### src/rtl/contador_param.sv
`timescale 1ns/1ps
// contador_param: parametrised up/down counter with range 0..MAX.
// Each clock edge applies one action, in priority order: clear, load, count,
// hold. At a boundary the counter either wraps or saturates, depending on
// SATURATE. A boundary event drives a one-cycle registered pulse on tc and
// sets the sticky ovf flag.
//
// Parameters:
//   WIDTH    counter width in bits (2..32)
//   MAX      terminal count value (1..2**WIDTH-1)
//   SATURATE 0 = wrap at the boundary, 1 = hold at the boundary
//
// Ports:
//   clk    in   clock, rising edge
//   reset  in   asynchronous, active-high reset
//   en     in   count enable
//   mdir   in   direction: 0 counts up, 1 counts down
//   load   in   synchronous load of din (the value is clamped to MAX)
//   din    in   load value
//   clear  in   synchronous clear of cont, tc and ovf
//   cont   out  registered count value
//   tc     out  registered terminal-count pulse
//   ovf    out  sticky boundary flag
//   zero   out  combinational (cont == 0)
module contador_param #(
    parameter int unsigned WIDTH    = 4,
    parameter int unsigned MAX      = (2**WIDTH) - 1,
    parameter int unsigned SATURATE = 0
) (
    input  logic             clk,
    input  logic             reset,
    input  logic             en,
    input  logic             mdir,
    input  logic             load,
    input  logic [WIDTH-1:0] din,
    input  logic             clear,
    output logic [WIDTH-1:0] cont,
    output logic             tc,
    output logic             ovf,
    output logic             zero
);

    localparam logic [WIDTH-1:0] MAX_V  = MAX[WIDTH-1:0];
    localparam logic [WIDTH-1:0] ZERO_V = '0;
    localparam logic [WIDTH-1:0] ONE_V  = {{(WIDTH-1){1'b0}}, 1'b1};
    localparam bit               SAT    = (SATURATE != 0);

    logic [WIDTH-1:0] cont_q, cont_d;
    logic             tc_q, tc_d;
    logic             ovf_q, ovf_d;

    // Boundary detection depends only on the current value and the direction.
    logic at_top, at_bottom, boundary;
    logic [WIDTH-1:0] up_val, down_val, din_clamped;

    always_comb begin
        at_top      = (cont_q == MAX_V);
        at_bottom   = (cont_q == ZERO_V);
        boundary    = mdir ? at_bottom : at_top;
        // At a boundary, wrap lands on the opposite end and saturate stays put.
        up_val      = at_top    ? (SAT ? MAX_V : ZERO_V) : (cont_q + ONE_V);
        down_val    = at_bottom ? (SAT ? ZERO_V : MAX_V) : (cont_q - ONE_V);
        din_clamped = (din > MAX_V) ? MAX_V : din;
    end

    always_comb begin
        cont_d = cont_q;
        tc_d   = 1'b0;
        ovf_d  = ovf_q;
        if (clear) begin
            cont_d = ZERO_V;
            ovf_d  = 1'b0;
        end else if (load) begin
            cont_d = din_clamped;
        end else if (en) begin
            cont_d = mdir ? down_val : up_val;
            if (boundary) begin
                tc_d  = 1'b1;
                ovf_d = 1'b1;
            end
        end
    end

    always_ff @(posedge clk or posedge reset) begin
        if (reset) begin
            cont_q <= ZERO_V;
            tc_q   <= 1'b0;
            ovf_q  <= 1'b0;
        end else begin
            cont_q <= cont_d;
            tc_q   <= tc_d;
            ovf_q  <= ovf_d;
        end
    end

    assign cont = cont_q;
    assign tc   = tc_q;
    assign ovf  = ovf_q;
    assign zero = (cont_q == ZERO_V);

endmodule

### config.mk
export PLATFORM = sky130hd
export DESIGN_NAME = contador_param
export DESIGN_NICKNAME = d
export VERILOG_FILES = /design/src/rtl/contador_param.sv
export SDC_FILE = /design/constraint.sdc
export NUM_CORES = 1
export LEC_CHECK = 0
export CAP_MARGIN = 0
export CELL_PAD_IN_SITES_DETAIL_PLACEMENT = 0
export CELL_PAD_IN_SITES_GLOBAL_PLACEMENT = 1
export CORE_MARGIN = 1.5
export CORE_UTILIZATION = 25
export DETAILED_ROUTE_END_ITERATION = 7
export PLACE_DENSITY_LB_ADDON = 0.1
export SYNTH_ARGS = -nofsm -noshare
export SYNTH_HDL_FRONTEND = slang
export SYNTH_SLANG_ARGS = --single-unit
export TNS_END_PERCENT = 1
### constraint.sdc
create_clock -name clk -period 2 [get_ports clk]
set_input_delay 0.4 -clock clk [delete_from_list [all_inputs] [get_ports clk]]
set_output_delay 0.4 -clock clk [all_outputs]
set_load 0.01 [all_outputs]
==> out/metrics.csv, run 1 <==
stage;metric;value;unit
worst_setup_path;cp_top_family;buffers and inverters;
floorplanning;dieWidth;45.2;um
logic_synthesis;syn_area;444;um^2
timing;clock.fmax;597;MHz
pwr;switchingPower;103;uW
logic_synthesis;ys_seq_area_share;33.8;%
global_routing;grt_pass1_wl;1810;um
global_routing;grt_busiest_layer;met2;
route;drc_errors;0;
global_routing;grt_pass1_vias;400;
place;gp_congestion;0.823;
global_routing;grt_util_met2;20.0;%
worst_setup_path;critical_path.startpoint_type;flip-flop;
floorplanning;initial_core_util;26.3;%
worst_setup_path;crit_required;1.60;ns
pwr;p_per_area;551;mW/mm^2
logic_synthesis;synth.net_count;65;
run;drv_cap;0;
pwr;p_leak;0.000311;uW
pwr;sequentialPowerShare;36.0;%
timing;whs;0.371;ns
floorplanning;design.core.area;0.00169;mm^2
floorplanning;die_y;45.2;um
logic_synthesis;syn_area_per_cell;8.38;um^2
global_routing;grt-ovfl-total;0;
pwr;pwr-share-clk;29.4;%
worst_setup_path;worst-path-buf-inv;2;
cells_and_area;drive_gt1_share;12.0;%
worst_setup_path;worst-path-max-fanout;8;
timing;fin_crit;1.67;ns
worst_setup_path;path_cells;buf_4, clkdlybuf4s50_1;
global_routing;grt.met3_usage;6.00;%
route;drt_iter0_drc;8;
route;antenna_left;0;
route;wl_per_cell;12.2;um
outcome;status;finished clean;
timing;worstMarginPinSlew;0.364;ns
cts;clockBufferDepth;2;
floorplanning;placementRows;15;
route;drt_first_pass_iters;4;
logic_synthesis;yosys_warnings;0;
cts;clockRootBuffer;clkbuf_4;
pwr;ir_drop;0.210;mV
cts;cts_max_level;1;
pwr;comb_power_share;34.6;%
floorplanning;io_pins;17;
worst_setup_path;rr_endpoint;ovf$_DFFE_PP0P_;
route;num_vias;450;
timing;setup_tns;0;ns
place;port_buffers;16;
worst_setup_path;max_stage_delay;0.54;ns
timing;setup_violations;0;
cells_and_area;fin_nets;89;
cts;cts.clk_slew.worst_paths;0.04;ns
pwr;p_int;266;uW
worst_setup_path;r2r-start;cont[0]$_DFFE_PP0P_;
worst_setup_path;ff2ff_path_depth;6;
cts;clkSinkCount;6;
route;totalWireLength;1120;um
cts;numCtsBuffers;3;
floorplanning;die_area;0.00204;mm^2
worst_setup_path;cp-end-kind;output pin;
worst_hold_path;worstHoldPathType;in2async;
timing;finalHoldViolations;0;
cts;insertion_delay;0.24;ns
timing;rsz0062_at_grt;false;
cts;post_cts_buffers;0;
global_routing;grt_max_degree;10;
timing;timing.final.crit_share;83.7;%
route;routed_via_density;4.89;
place;dp_hpwl;853;um
global_routing;antenna_found_initial;0;
cts;cts_tree;done;
logic_synthesis;syn_inst;53;
timing;drv_slew;0;
timing;relSlewSlack;75.6;%
timing;worst_clock_skew;0.00343;ns
global_routing;grt_use_met1;15.9;%
worst_setup_path;critPathKind;reg2out;
worst_setup_path;rrSetupSlack;0.47;ns
logic_synthesis;synth-seq-cells;6;
pwr;p_sw_share;28.0;%
global_routing;grt_use_total;13.1;%
cells_and_area;syn_to_final_growth;50.7;%
worst_setup_path;crit_slowest_cell;clkdlybuf4s50_1;
cells_and_area;diodes;0;
worst_setup_path;critPathArrivalTime;1.27;ns
logic_synthesis;synth.distinct_cells;20;
## area by class of cell
cell class,count,area (um^2)
Clock buffer,3,22.5
Fill cell,190,1020
Inverter,8,30.0
Multi-Input combinational cell,38,253
Sequential cell,6,150
Tap cell,17,21.3
Timing Repair Buffer,20,193
## through the flow
stage	std cells	total power [uW]	area (um^2)	worst slack (ns)	util (%)
after global routing	92	402	669	0.255	39.6
final	92	369	669	0.326	39.6
after detailed placement	89	263	644	0.224	38.1
after global placement	89	266	644	0.256	38.1
after floorplan	53	200	444	0.421	-
after CTS	92	375	667	0.0356	39.5
## logic make-up (layout without fill, tap and decap cells)
| family | count (synthesis) | count (layout) | share of synthesized area, % |
|---|---|---|---|
| buffers and inverters | 9 | 31 | 9.30 |
| xor gates and xnor gates | 2 | 2 | 3.94 |
| adders and majority gates | 2 | 2 | 5.63 |
| DFF | 6 | 6 | 33.8 |
| AOI/OAI and AO/OA | 19 | 19 | 28.2 |
| and+or+nand+nor | 15 | 15 | 19.2 |
## cell usage after synthesis, drive strengths merged
cell | instances | area [um^2]
o21bai | 1 | 7.51
nor2b | 3 | 18.8
nor2 | 4 | 15.0
nand3b | 1 | 7.51
nor3 | 2 | 10.0
a21oi | 7 | 35.0
a211oi | 2 | 15.0
a21o | 1 | 7.51
xnor2 | 2 | 17.5
inv | 8 | 30.0
nand4 | 1 | 6.26
o21a | 2 | 15.0
ha | 2 | 25.0
and3 | 3 | 18.8
o41ai | 2 | 25.0
o21ai | 4 | 20.0
dfrtp | 6 | 150
and2 | 1 | 8.76
buf | 1 | 11.3
## cells in the final DEF (no fill, tap or decap)
master,n
inv_1,8
a21o_1,1
and2_4,1
o41ai_2,1
dfrtp_1,6
xnor2_1,2
ha_1,2
nor2b_1,3
o21a_1,2
o21ai_0,4
clkdlybuf4s50_1,15
clkbuf_4,3
o41ai_1,1
o21bai_1,1
dlymetal6s2s_1,1
and3_1,3
nor3_1,2
nor2_1,4
a21oi_1,7
buf_4,4
a211oi_1,2
nand3b_1,1
nand4_1,1
## per-layer routing
layer  vias to the layer above  wire length [um]
met4                         0                 0
met3                         0                45
met2                        16               557
met1                       205               519
li1                        229                 -
met5                         -                 0
## worst max path at each step
stage | startpoint | to | slack, ns | cells past startpoint
finish | cont[0]$_DFFE_PP0P_ | cont[0] | 0.33 | 2
floorplan | cont[0]$_DFFE_PP0P_ | cont[0]$_DFFE_PP0P_ | 0.42 | 6
detailed placement | mdir | cont[0]$_DFFE_PP0P_ | 0.22 | 5
global route | cont[0]$_DFFE_PP0P_ | cont[0] | 0.25 | 2
CTS | cont[0]$_DFFE_PP0P_ | zero | 0.04 | 4
global placement | mdir | cont[0]$_DFFE_PP0P_ | 0.26 | 5
## state kept, by name, summed over array words and instances, names as in the netlist
register,cells
cont,4
ovf,1
tc,1
## what timing repair did
item | in CTS | in global routing
endpoints found under the setup margin | 0 | 1
gates resized for setup | 0 | 1
hold buffers | 0 | 0
## power groups by stage
stage,logic (uW),registers [uW],clock network (uW)
3_3_place_gp,132,135,0
4_1_cts,129,133,113
3_5_place_dp,128,135,0
5_1_grt,140,134,128
6_report,128,133,108
2_1_floorplan,54.4,145,0
Note: power is estimated with default switching activity, not from simulation.
==> inputs of run 2 (changes only) <==
clock period = 1.6 ns   (was 2 ns; I/O delays follow)
==> out/metrics.csv, run 2 (synthesis results as in run 1) <==
stage;metric;value;unit
place;dp_hpwl;919;um
worst_setup_path;critical_path.startpoint_type;flip-flop;
worst_setup_path;critPathKind;reg2reg;
global_routing;grt_use_met1;19.1;%
worst_setup_path;worst-path-buf-inv;2;
worst_setup_path;ff2ff_path_depth;7;
cells_and_area;design_area;726;um^2
route;num_vias;490;
timing;whs;0.284;ns
place;post_dp_cell_area;697;um^2
global_routing;grt-ovfl-total;0;
cts;clkSinkCount;6;
global_routing;grt_use_total;14.3;%
pwr;p_per_area;663;mW/mm^2
cts;cts_max_level;1;
timing;fin_crit;1.53;ns
pwr;p_leak;0.000377;uW
worst_setup_path;crit_required;1.72;ns
route;drt_iter0_drc;11;
timing;timing.final.crit_share;95.6;%
worst_hold_path;worstHoldPathType;in2async;
route;drc_errors;0;
worst_setup_path;crit_slowest_cell;dfrtp_1;
floorplanning;die_y;45.2;um
route;drt_first_pass_iters;4;
timing;rsz0062_at_grt;false;
cts;clockRootBuffer;clkbuf_4;
global_routing;grt_max_degree;9;
floorplanning;dieWidth;45.2;um
floorplanning;placementRows;15;
place;pre_cts_slack;-0.0525;ns
timing;fin_ws;0.0704;ns
cts;cts.clk_slew.worst_paths;0.05;ns
worst_setup_path;cp-end-kind;flip-flop;
global_routing;grt.met3_usage;4.80;%
cts;cts_tree;done;
global_routing;grt_busiest_layer;met2;
place;gp_congestion;0.782;
global_routing;grt_pass1_vias;455;
cts;clockBufferDepth;2;
global_routing;grt_util_met2;21.1;%
cells_and_area;largest_reg_flops;4;
global_routing;grt_pass1_wl;2050;um
timing;relSlewSlack;80.5;%
worst_setup_path;cp-endpoint;cont[0]$_DFFE_PP0P_;
timing;worstMarginPinSlew;0.291;ns
pwr;p_total;481;uW
cts;numCtsBuffers;3;
route;wl_per_cell;11.7;um
worst_setup_path;cp_top_family;compound AO/OA/AOI/OAI gates;
worst_setup_path;max_stage_delay;0.33;ns
route;totalWireLength;1160;um
worst_setup_path;path_cells;inv_1, ha_1, buf_4, and2_4, a21o_1, a211oi_2, o41ai_2;
place;port_buffers;16;
cells_and_area;diodes;0;
cells_and_area;syn_to_final_growth;63.4;%
cells_and_area;drive_gt1_share;22.0;%
worst_setup_path;critPathArrivalTime;1.64;ns
timing;clock.fmax;654;MHz
timing;setup_violations;0;
worst_setup_path;rr_endpoint;cont[0]$_DFFE_PP0P_;
route;routed_via_density;4.95;
cts;insertion_delay;0.25;ns
pwr;ir_drop;0.413;mV
worst_setup_path;r2r-start;cont[0]$_DFFE_PP0P_;
timing;finalHoldViolations;0;
timing;worst_clock_skew;0.00556;ns
floorplanning;initial_core_util;26.3;%
worst_setup_path;worst-path-max-fanout;3;
cts;cts_hold_buf;0;
cells_and_area;final_util;43.0;%
floorplanning;io_pins;17;
cells_and_area;fin_nets;96;
worst_setup_path;crit_start;cont[0]$_DFFE_PP0P_;
outcome;status;finished clean;
global_routing;antenna_found_initial;0;
timing;drv_slew;0;
route;antenna_left;0;
worst_setup_path;rrSetupSlack;0.07;ns
worst_setup_path;worst-path-stages;7;
run;drv_cap;0;
cells_and_area;final_cell_mix;clkdlybuf4s50_1, buf_4, inv_1;
cts;post_cts_buffers;0;
floorplanning;die_area;0.00204;mm^2
floorplanning;design.core.area;0.00169;mm^2
[run 2: cell count changes in the layout (fill, tap and decap cells not counted), sizes merged]
cell           before  now
buf                 4   11
dlymetal6s2s        1    3
clkdlybuf4s50      15   11
clkbuf              3    4
dlygate4sd2         0    1
[run 2: stage by stage]
| step | cells | setup TNS, ns |
|---|---|---|
| after global routing | 99 | 0 |
| after global placement | 96 | -0.0394 |
| final | 99 | 0 |
| after CTS | 99 | 0 |
| after floorplan | 53 | 0 |
| after detailed placement | 96 | -0.0875 |
[run 2: worst min path at each step]
stage,startpoint,endpoint,slack [ns],cells after the start
2_1_floorplan,reset,cont[0]$_DFFE_PP0P_,0.11,1
3_5_place_dp,ovf$_DFFE_PP0P_,ovf$_DFFE_PP0P_,0.53,2
6_report,reset,tc$_DFF_PP0_,0.28,2
5_1_grt,reset,tc$_DFF_PP0_,0.31,2
3_3_place_gp,ovf$_DFFE_PP0P_,ovf$_DFFE_PP0P_,0.50,2
4_1_cts,reset,tc$_DFF_PP0_,0.29,2
[run 2: where the power goes]
group	switching [uW]	total, uW	internal, uW	leakage [uW]
clock	54.1	139	84.8	0.0000138
combinational	79.7	176	96.3	0.000284
sequential	4.43	166	162	0.0000794
[run 2: metal layers]
layer  vias up  routed length (um)
met4         0                  10
met5         -                   0
li1        247                   -
met3         2                  56
met2        15                 539
met1       226                 549
[run 2: final cells by class]
| type | instances | area, um^2 |
|---|---|---|
| well taps | 17 | 21.3 |
| inverters | 8 | 30.0 |
| fillers | 171 | 963 |
| clock buffers | 3 | 22.5 |
| flip-flops and latches | 6 | 150 |
| repair buffers | 27 | 244 |
| multi-input cells | 38 | 258 |
[run 2: timing repair]
| action | CTS | global route |
|---|---|---|
| endpoints found under the setup margin | 2 | 8 |
| resized for setup | 3 | 7 |
| cloned | 0 | 0 |
==> inputs of run 3 (changes only) <==
CELL_PAD_IN_SITES_DETAIL_PLACEMENT = unset   (was 0)
CELL_PAD_IN_SITES_GLOBAL_PLACEMENT = unset   (was 1)
CORE_AREA = 2 2 39 41   (was unset)
CORE_MARGIN = unset   (was 1.5)
CORE_UTILIZATION = unset   (was 25)
DIE_AREA = 0 0 41 43   (was unset)
clock period = 1.45 ns   (was 1.6 ns; I/O delays follow)
==> out/metrics.csv, run 3 (synthesis results as in run 1) <==
stage;metric;value;unit
floorplanning;design.core.area;0.00138;mm^2
place;dp_hpwl;852;um
cts;clockBufferDepth;2;
cells_and_area;syn_to_final_growth;70.7;%
cells_and_area;design_area;758;um^2
cells_and_area;largest_reg_flops;4;
worst_setup_path;critPathKind;reg2reg;
floorplanning;dieWidth;41;um
run;drv_cap;0;
cells_and_area;drive_gt1_share;37.3;%
global_routing;antenna_found_initial;0;
cells_and_area;final_cell_mix;clkdlybuf4s50_1, buf_4, inv_1;
outcome;status;finished clean;
place;post_dp_cell_area;703;um^2
timing;timing.final.crit_share;98.1;%
place;gp_congestion;0.760;
timing;finalHoldViolations;0;
floorplanning;initial_core_util;32.1;%
timing;drv_slew;0;
route;antenna_left;0;
cells_and_area;fin_nets;96;
worst_setup_path;critical_path.startpoint_type;flip-flop;
pwr;p_total;550;uW
pwr;ir_drop;0.588;mV
global_routing;grt_max_degree;10;
cts;clkSinkCount;6;
worst_setup_path;worst-path-max-fanout;3;
cts;cts_tree;done;
route;num_vias;473;
worst_setup_path;crit_required;1.56;ns
cts;clockRootBuffer;clkbuf_4;
cts;cts_max_level;1;
route;drt_first_pass_iters;2;
cts;cts_hold_buf;0;
route;routed_via_density;4.78;
global_routing;grt_use_total;13.4;%
cells_and_area;diodes;0;
floorplanning;io_pins;17;
place;port_buffers;16;
worst_setup_path;cp-end-kind;flip-flop;
timing;relSlewSlack;79.3;%
global_routing;grt_pass1_wl;1630;um
route;wl_per_cell;10.6;um
global_routing;grt_pass1_vias;404;
timing;fin_crit;1.42;ns
cts;insertion_delay;0.24;ns
pwr;p_per_area;725;mW/mm^2
cts;numCtsBuffers;3;
floorplanning;die_area;0.00176;mm^2
worst_hold_path;worstHoldPathType;in2async;
floorplanning;die_y;43;um
pwr;p_leak;0.000341;uW
timing;worst_clock_skew;0.0101;ns
global_routing;grt-ovfl-total;0;
cts;cts.clk_slew.worst_paths;0.05;ns
worst_setup_path;critPathArrivalTime;1.54;ns
timing;worstMarginPinSlew;0.310;ns
timing;rsz0062_at_grt;true;
route;drt_iter0_drc;6;
timing;setup_violations;0;
route;totalWireLength;1050;um
route;drc_errors;0;
timing;clock.fmax;703;MHz
floorplanning;placementRows;14;
run 3: power breakdown:
group	internal, uW	total [uW]	leakage, uW	switching (uW)
combinational	112	204	0.000250	92.0
sequential	179	185	0.0000767	6.17
clock	104	161	0.0000150	56.6
total	395	550	0.000341	155
run 3: area by class of cell:
cell class | count | area [um^2]
tap | 16 | 20.0
sequential | 6 | 153
timing repair buffer | 27 | 225
fill | 138 | 626
clock buffer | 4 | 26.3
inverter | 8 | 30.0
multi-input combinational | 38 | 304
run 3: critical path, stage by stage, from the launching register on:
cell and delay, ns:
dfrtp_2 0.37, inv_2 0.05, ha_4 0.15, buf_4 0.12, and2_4 0.15, a21o_1 0.18
a211oi_2 0.20, o41ai_2 0.08
run 3: final timing paths:
kind	slack (ns)	start	endpoint	cells after the start
max	0.03	cont[0]$_DFFE_PP0P_	cont[0]$_DFFE_PP0P_	7
min	0.26	reset	cont[2]$_DFFE_PP0P_	2
max reg2reg	0.03	cont[0]$_DFFE_PP0P_	cont[0]$_DFFE_PP0P_	7
min reg2reg	0.52	ovf$_DFFE_PP0P_	ovf$_DFFE_PP0P_	2
max in group asynchronous	0.98	reset	cont[0]$_DFFE_PP0P_	2
min in group clk	0.52	ovf$_DFFE_PP0P_	ovf$_DFFE_PP0P_	2
run 3: per-layer routing:
metal  track usage, %  up-vias  part of all wire [%]
met5                0        -                     0
met4             2.00        0                     0
met3             4.71        0                   3.7
met2             20.3       11                    49
met1             18.3      214                    47
li1                 -      248                     -
run 3: timing repair:
action                                  4_1_cts  5_1_grt
setup buffers                                 0        0
endpoints found under the hold margin         0        0
endpoints found under the setup margin        9        8
resized for setup                            11       15
pin swaps                                     2        3
gates cloned                                  0        0
run 3: stage by stage:
stage	setup TNS [ns]	hold WS [ns]	worst slack, ns	std cells	util [%]
after floorplan	0	0.0808	0.0196	53	-
after global placement	-0.521	0.507	-0.157	95	50.8
after detailed placement	-0.517	0.513	-0.144	95	50.8
after CTS	-0.143	0.263	-0.0979	99	52.6
after global routing	-0.0754	0.285	-0.0310	99	54.8
final	0	0.259	0.0278	99	54.8
